==> config.mk <==
export PLATFORM = sky130hd
export DESIGN_NAME = multiport_reg_file
export DESIGN_NICKNAME = d
export VERILOG_FILES = /design/src/rtl/multiport_reg_file.sv
export SDC_FILE = /design/constraint.sdc
export NUM_CORES = 2
export LEC_CHECK = 0
export ABC_CLOCK_PERIOD_IN_PS = 24100
export CELL_PAD_IN_SITES_DETAIL_PLACEMENT = 1
export CELL_PAD_IN_SITES_GLOBAL_PLACEMENT = 1
export CORE_MARGIN = 8
export CORE_UTILIZATION = 35
export DETAILED_ROUTE_END_ITERATION = 10
export GPL_ROUTABILITY_DRIVEN = 0
export PLACE_DENSITY = 0.62
export SYNTH_ARGS = -nofsm -noshare
export SYNTH_HDL_FRONTEND = slang
export SYNTH_SLANG_ARGS = --single-unit
==> constraint.sdc <==
create_clock -name clk -period 24.1 [get_ports clk]
set_input_delay 4.82 -clock clk [delete_from_list [all_inputs] [get_ports clk]]
set_output_delay 4.82 -clock clk [all_outputs]
set_load 0.03 [all_outputs]
==> src/rtl/multiport_reg_file.sv <==
// ---------------------------------------------------------------------------
// multiport_reg_file
//   Register file for the ID stage. It has NUM_RD combinational read ports and
//   two write ports: wr0 is writeback and wr1 is late/aux. A same-cycle write
//   is bypassed to the readers, and when both write ports hit one address,
//   port 1 takes priority. A per-register pending scoreboard marks a register
//   as reserved when an instruction issues and clears the mark when that
//   register is written. The hazard unit consumes the pending bits.
//
// Ports
//   clk, rst             clock; asynchronous active-high reset
//   rd_addr/rd_data      packed read ports; port k is slice k
//   rd_pending           pending bit per read port (hidden by same-cycle write)
//   wr0_en/addr/data     write port 0 (WB)
//   wr1_en/addr/data     write port 1 (aux); wins same-address collisions
//   rsv_en/rsv_addr      reserve a register (mark pending)
//   flush                clear all pending bits; dominates rsv_en
//
// An address >= DEPTH, or register 0 when ZERO_REG=1, is not usable. Such an
// address reads 0, ignores writes and reserves, and is never bypassed.
// ---------------------------------------------------------------------------
module multiport_reg_file #(
    parameter int WIDTH    = 32,
    parameter int DEPTH    = 16,
    parameter int ADDR_W   = 4,
    parameter int NUM_RD   = 2,
    parameter int ZERO_REG = 0
) (
    input  logic                       clk,
    input  logic                       rst,
    input  logic [NUM_RD*ADDR_W-1:0]   rd_addr,
    output logic [NUM_RD*WIDTH-1:0]    rd_data,
    output logic [NUM_RD-1:0]          rd_pending,
    input  logic                       wr0_en,
    input  logic [ADDR_W-1:0]          wr0_addr,
    input  logic [WIDTH-1:0]           wr0_data,
    input  logic                       wr1_en,
    input  logic [ADDR_W-1:0]          wr1_addr,
    input  logic [WIDTH-1:0]           wr1_data,
    input  logic                       rsv_en,
    input  logic [ADDR_W-1:0]          rsv_addr,
    input  logic                       flush
);

    logic [WIDTH-1:0] regs [DEPTH];
    logic [DEPTH-1:0] pending;

    logic wr0_ok;
    logic wr1_ok;
    logic rsv_ok;

    function automatic logic usable(input logic [ADDR_W-1:0] a);
        return (32'(a) < 32'(DEPTH)) && !((ZERO_REG != 0) && (a == '0));
    endfunction

    assign wr0_ok = wr0_en && usable(wr0_addr);
    assign wr1_ok = wr1_en && usable(wr1_addr);
    assign rsv_ok = rsv_en && usable(rsv_addr);

    // Storage. Port 1 is written last, so its value wins on a collision.
    always_ff @(posedge clk or posedge rst) begin
        if (rst) begin
            for (int unsigned i = 0; i < DEPTH; i++) begin
                regs[i] <= WIDTH'(i);
            end
        end else begin
            if (wr0_ok) regs[wr0_addr] <= wr0_data;
            if (wr1_ok) regs[wr1_addr] <= wr1_data;
        end
    end

    // Scoreboard. Clears are applied before the reserve, so a new producer
    // that issues in the same cycle as the old write keeps the bit set.
    always_ff @(posedge clk or posedge rst) begin
        if (rst) begin
            pending <= '0;
        end else if (flush) begin
            pending <= '0;
        end else begin
            if (wr0_ok) pending[wr0_addr] <= 1'b0;
            if (wr1_ok) pending[wr1_addr] <= 1'b0;
            if (rsv_ok) pending[rsv_addr] <= 1'b1;
        end
    end

    for (genvar k = 0; k < NUM_RD; k++) begin : g_rd
        logic [ADDR_W-1:0] ra;
        logic [WIDTH-1:0]  d;
        logic              p;

        assign ra = rd_addr[k*ADDR_W +: ADDR_W];

        // Bypass overrides both data and pending: the in-flight write is the
        // awaited producer, so the hazard is resolved this cycle.
        always_comb begin
            d = '0;
            p = 1'b0;
            if (usable(ra)) begin
                d = regs[ra];
                p = pending[ra];
                if (wr0_ok && (wr0_addr == ra)) begin
                    d = wr0_data;
                    p = 1'b0;
                end
                if (wr1_ok && (wr1_addr == ra)) begin
                    d = wr1_data;
                    p = 1'b0;
                end
            end
        end

        assign rd_data[k*WIDTH +: WIDTH] = d;
        assign rd_pending[k]             = p;
    end

endmodule

=== After elaboration in Yosys (flattened, before gate mapping) ===
Index checks and enable logic that the tools add are counted.

* Output and inout bits: 66
* Input bits: 90
* Logic and storage cells: 91
* Register bits: 528

* Equality and inequality tests: 4
* $lt $le $gt $ge: 14
* Mux-type cells: 38
* Reductions and logical operators: 9
* Bitwise operators: 9

{| class="wikitable"
|+ Operators by type and width
! kind !! count
|-
| $bwmux W512 || 2
|-
| $mux W512 || 2
|-
| $mux W32 || 10
|-
| $bmux W32 S4 || 2
|-
| $demux W32 S4 || 2
|-
| $mux W16 || 6
|-
| $and A16 B16 Y16 || 2
|-
| $not A16 Y16 || 2
|-
| $lt A4 B5 Y1 const B || 5
|-
| $ge A5 B5 Y1 const B || 4
|-
| $not A4 Y5 || 4
|-
| $eq A4 B4 Y1 || 4
|-
| $or A16 B16 Y16 || 1
|-
| $demux W1 S4 || 3
|-
| $ge A4 B1 Y1 const B || 3
|-
| $lt A5 B1 Y1 const B || 2
|-
| $logic_and A1 B1 Y1 || 9
|-
| $mux W1 || 9
|-
| $bmux W1 S4 || 2
|}

=== Longest topological paths before layout ===
* Depth in word-level cells: 14
* Depth in mapped cells: 9
* Mapped depth without buffers: 5

=== Worst setup path before layout ===
Ideal clock, no wire load.

* Path type: input-to-output
* Start point: input port rd_addr[1]
* End point: output port rd_pending[0]
* Arrival time: 6.437 ns
* Stages on the path: 7
* Path slack: 12.843 ns
* Buffers on the path: 4
* Path through: buf_2 buf_6 buf_2 mux4_2 mux4_2 and3_1 buf_4

* Longest elaborated chain between the ends: 4

{| class="wikitable"
|+ Ends and longest elaborated chain
! element !! RTL line !! RTL
|-
| start: declaration || 31 || <nowiki>input logic [NUM_RD*ADDR_W-1:0] rd_addr,</nowiki>
|-
| $bmux W1 S4 / $eq A4 B4 Y1 (equally long branches) || 100, 101 ||
|-
| $mux W1 (not written as such) / $logic_and A1 B1 Y1 (equally long branches) || 100, 101 ||
|-
| $mux W1 || 101 || <nowiki>if (wr0_ok && (wr0_addr == ra)) begin</nowiki>
|-
| $mux W1 * || 105 || <nowiki>if (wr1_ok && (wr1_addr == ra)) begin</nowiki>
|-
| end: declaration || 33 || <nowiki>output logic [NUM_RD-1:0] rd_pending,</nowiki>
|}

Mark *: on every way between the ends. The rest lies on a longest branch, timed or not. The select of a mux whose other input is x is not followed.

=== Worst setup path in the final report ===
* Start point: input port rd_addr[3]
* End point: output port rd_data[30]

* Longest elaborated chain between the ends: 6

{| class="wikitable"
|+ Ends and longest elaborated chain
! element !! RTL line !! RTL
|-
| $not A4 Y5 (not written as such) || 99 || <nowiki>d = regs[ra];</nowiki>
|-
| $bmux W32 S4 || 99 ||
|-
| $mux W32 (not written as such) (2 in a row) || 99 ||
|-
| $mux W32 || 101 ||
|-
| $mux W32 * || 105 ||
|-
| end: declaration || 32 || <nowiki>output logic [NUM_RD*WIDTH-1:0] rd_data,</nowiki>
|}

Marked as above.

==> impl_metrics.py <==
metrics = {
    "min_path": {
        "min_to": "pending[3]$_DFF_PP0_",
        "min_from": "pending[3]$_DFF_PP0_",
        "hold_class": "flop to flop",
        "hold_path_depth": 2,
    },
    "yosys": {
        "syn_inst": 3352,
        "synth_async_sr_flop_share_pct": 100,
        "synth.most_common_cell": "mux2i_1",
        "synth_top_area_share_pct": 36.1,
        "avgSynthCellArea_um2": 10.3,
        "synth_area_leader_cell": "dfrtp_1",
        "yosys-top-cells-count": "mux2i_1 (639), dfrtp_1 (496), nor2_1 (345), a21oi_1 (327), nand2_1 (276)",
        "ys_ff_latch": 528,
        "ys_warn_count": 0,
        "seq_area_frac_synth_pct": 38.6,
        "synth_edf_count": 0,
        "synth_area_leaders": "dfrtp_1 (36%), mux2i_1 (19%), mux4_2 (13%)",
        "yosysUniqueCellTypes": 37,
        "syn_nets": 3442,
        "ys.flop_type": "dfrtp_1",
        "syn_area_um2": 34400,
    },
    "clock_tree": {
        "post-cts-setup-buffers": 0,
        "cts_root_buf": "clkbuf_16",
        "clk_latency_ns": 0.64,
        "postCtsHoldBufs": 0,
        "htreeDepth": 2,
        "cts_buffer_depth": 3,
        "cts.clk_slew.worst_paths_ns": 0.06,
        "cts_buffers": 61,
        "cts_tree": "yes",
        "cts_resized": 0,
        "clkSinkCount": 528,
    },
    "power_and_ir_drop": {
        "power_leakage_uw": 0.0159,
        "peakVddDrop_v": 0.0000666,
        "power.density_nw_per_um2": 82.3,
    },
    "floorplanning": {
        "core_area_um2": 97800,
        "start_util_pct": 35.1,
        "die_area_um2": 109000,
        "num_io_pins": 156,
        "die_h_um": 329,
        "fp.dieW_um": 329,
        "rows": 115,
    },
    "setup_path": {
        "worstReg2RegStart": "regs[1]$_DFF_PP1_",
        "startpoint_type": "input pin",
        "crit_path_max_fanout": 61,
        "arrival_ns": 9.21,
        "r2r_slack_ns": 23.18,
        "required_ns": 19.28,
        "critical_path_class": "input pin to output pin",
        "end_kind": "output pin",
        "worst_r2r_path_depth": 2,
        "r2r_end": "regs[1]$_DFF_PP1_",
    },
    "finish": {
        "areaGrowthSynthToFinish_pct": 11.6,
        "n_fill_cell": 10700,
        "antenna_cells": 0,
        "final-instance-count-excl-fill": 4533,
        "layout-drive-gt1-share_pct": 17.5,
        "fin_nets": 3288,
        "final_util_pct": 39.2,
    },
    "detailed_routing": {
        "first_pass_iters": 5,
        "num_vias": 28100,
        "drt-total-wl_um": 138000,
        "ant_nets": 0,
        "avgViaCountPerCell": 6.19,
        "drt-initial-drc-count": 2097,
        "wl_per_cell_um": 30.5,
        "drc": 0,
    },
    "job": {
        "drv_cap": 0,
    },
    "sta": {
        "rsz0062_at_grt": "false",
        "fin_skew_ns": 0,
        "fin_setup_tns_ns": 0,
        "hold_viol": 0,
        "timing.hold.ws_ns": 0.561,
        "period_needed_ns": 14.03,
        "slew_headroom_pct": 15.2,
        "slew_violations": 0,
        "fmax_mhz": 71.3,
        "worst_slew_pin_slew_ns": 1.27,
        "post-route-period-util_pct": 58.2,
        "finalSetupViolations": 0,
    },
    "grt": {
        "grt_first_pass_wirelength_um": 205000,
        "grt_max_degree": 160,
        "antenna_found_initial": 4,
        "grt_pass1_vias": 29200,
        "grt_usage_pct": 25.0,
        "grt_overflow": 0,
    },
    "placed_design": {
        "place_inst": 4422,
        "io_buffers": 155,
        "place_hpwl_um": 77100,
    },
    "outcome": {
        "outcome": "finished clean",
    },
}
[area by class of cell]
type                    instances  area [µm²]  area share [%]
multi-input cells            2388       19500            50.7
inverters                       3        18.8          0.0489
flip-flops and latches        528       13300            34.5
repair buffers                216        2030            5.28
clock inverters                 9        83.8           0.218
clock buffers                 102        1920            5.01
well taps                    1287        1610            4.20
[logic make-up (layout without fill, tap and decap cells)]
logic type	Yosys count	count (layout)	share of synthesized area [%]
mux	905	905	33.9
buf+inv	436	330	5.58
simple gates	745	745	9.04
compound gates	722	722	12.5
flops	528	528	38.6
xor+xnor	16	16	0.408
[worst max path at each step]
stage | to | depth (start not counted) | startpoint | slack (ns)
floorplan | pending[0]$_DFF_PP0_ | 1 | rst | 4.58
global placement | rd_data[30] | 8 | rd_addr[3] | 10.22
detailed placement | rd_data[30] | 8 | rd_addr[3] | 10.23
CTS | rd_data[30] | 8 | rd_addr[3] | 10.23
global route | rd_data[30] | 8 | rd_addr[3] | 10.08
finish | rd_data[30] | 8 | rd_addr[3] | 10.07
[report_power, final]
group | total, µW | switching (µW) | internal [µW]
logic | 906 | 443 | 463
registers | 1300 | 179 | 1120
clock network | 954 | 406 | 548
total | 3160 | 1030 | 2130
[stage by stage]
step,power (µW),setup WS (ns),instance area [µm²]
final,3160,10.07,38400
after global routing,3310,10.08,38400
after CTS,3180,10.23,38400
after detailed placement,2210,10.23,36400
after global placement,2180,10.22,36400
after floorplan,1920,4.58,34400
[layer usage]
metal | GRT usage [%] | part of all wire [%] | up-vias
met5 | 0 | 0.0051 | -
met4 | 6.46 | 2.6 | 2
met3 | 3.75 | 5.9 | 243
met2 | 40.8 | 47 | 985
met1 | 34.7 | 45 | 14900
li1 | - | - | 12000
[layout by cell type, fill, tap and decap left out, drive strengths merged, types with 9 or more instances in the layout]
master         instances
buf                   67
nand2                276
xor2                  12
nand4                 64
o21ai                256
nand3b                 9
mux4                 202
a221oi                64
clkbuf               104
a21oi                327
clkdlybuf4s50        147
mux2i                639
nor2                 345
dfrtp                496
dfstp                 32
mux2                  64
nand3                 14
o221a                 64
[sequential cells by signal, summed over array words and instances, names as in the netlist]
signal	flops
regs	512
pending	16
[worst max-delay path, stage by stage]
cell	delay, ns
buf_8	0.51
buf_4	0.90
buf_4	0.84
mux4_2	0.59
o21ai_0	0.40
nand4_1	0.17
o221a_2	0.18
clkdlybuf4s50_1	0.62
No activity file was read; power rests on OpenSTA's default activity.
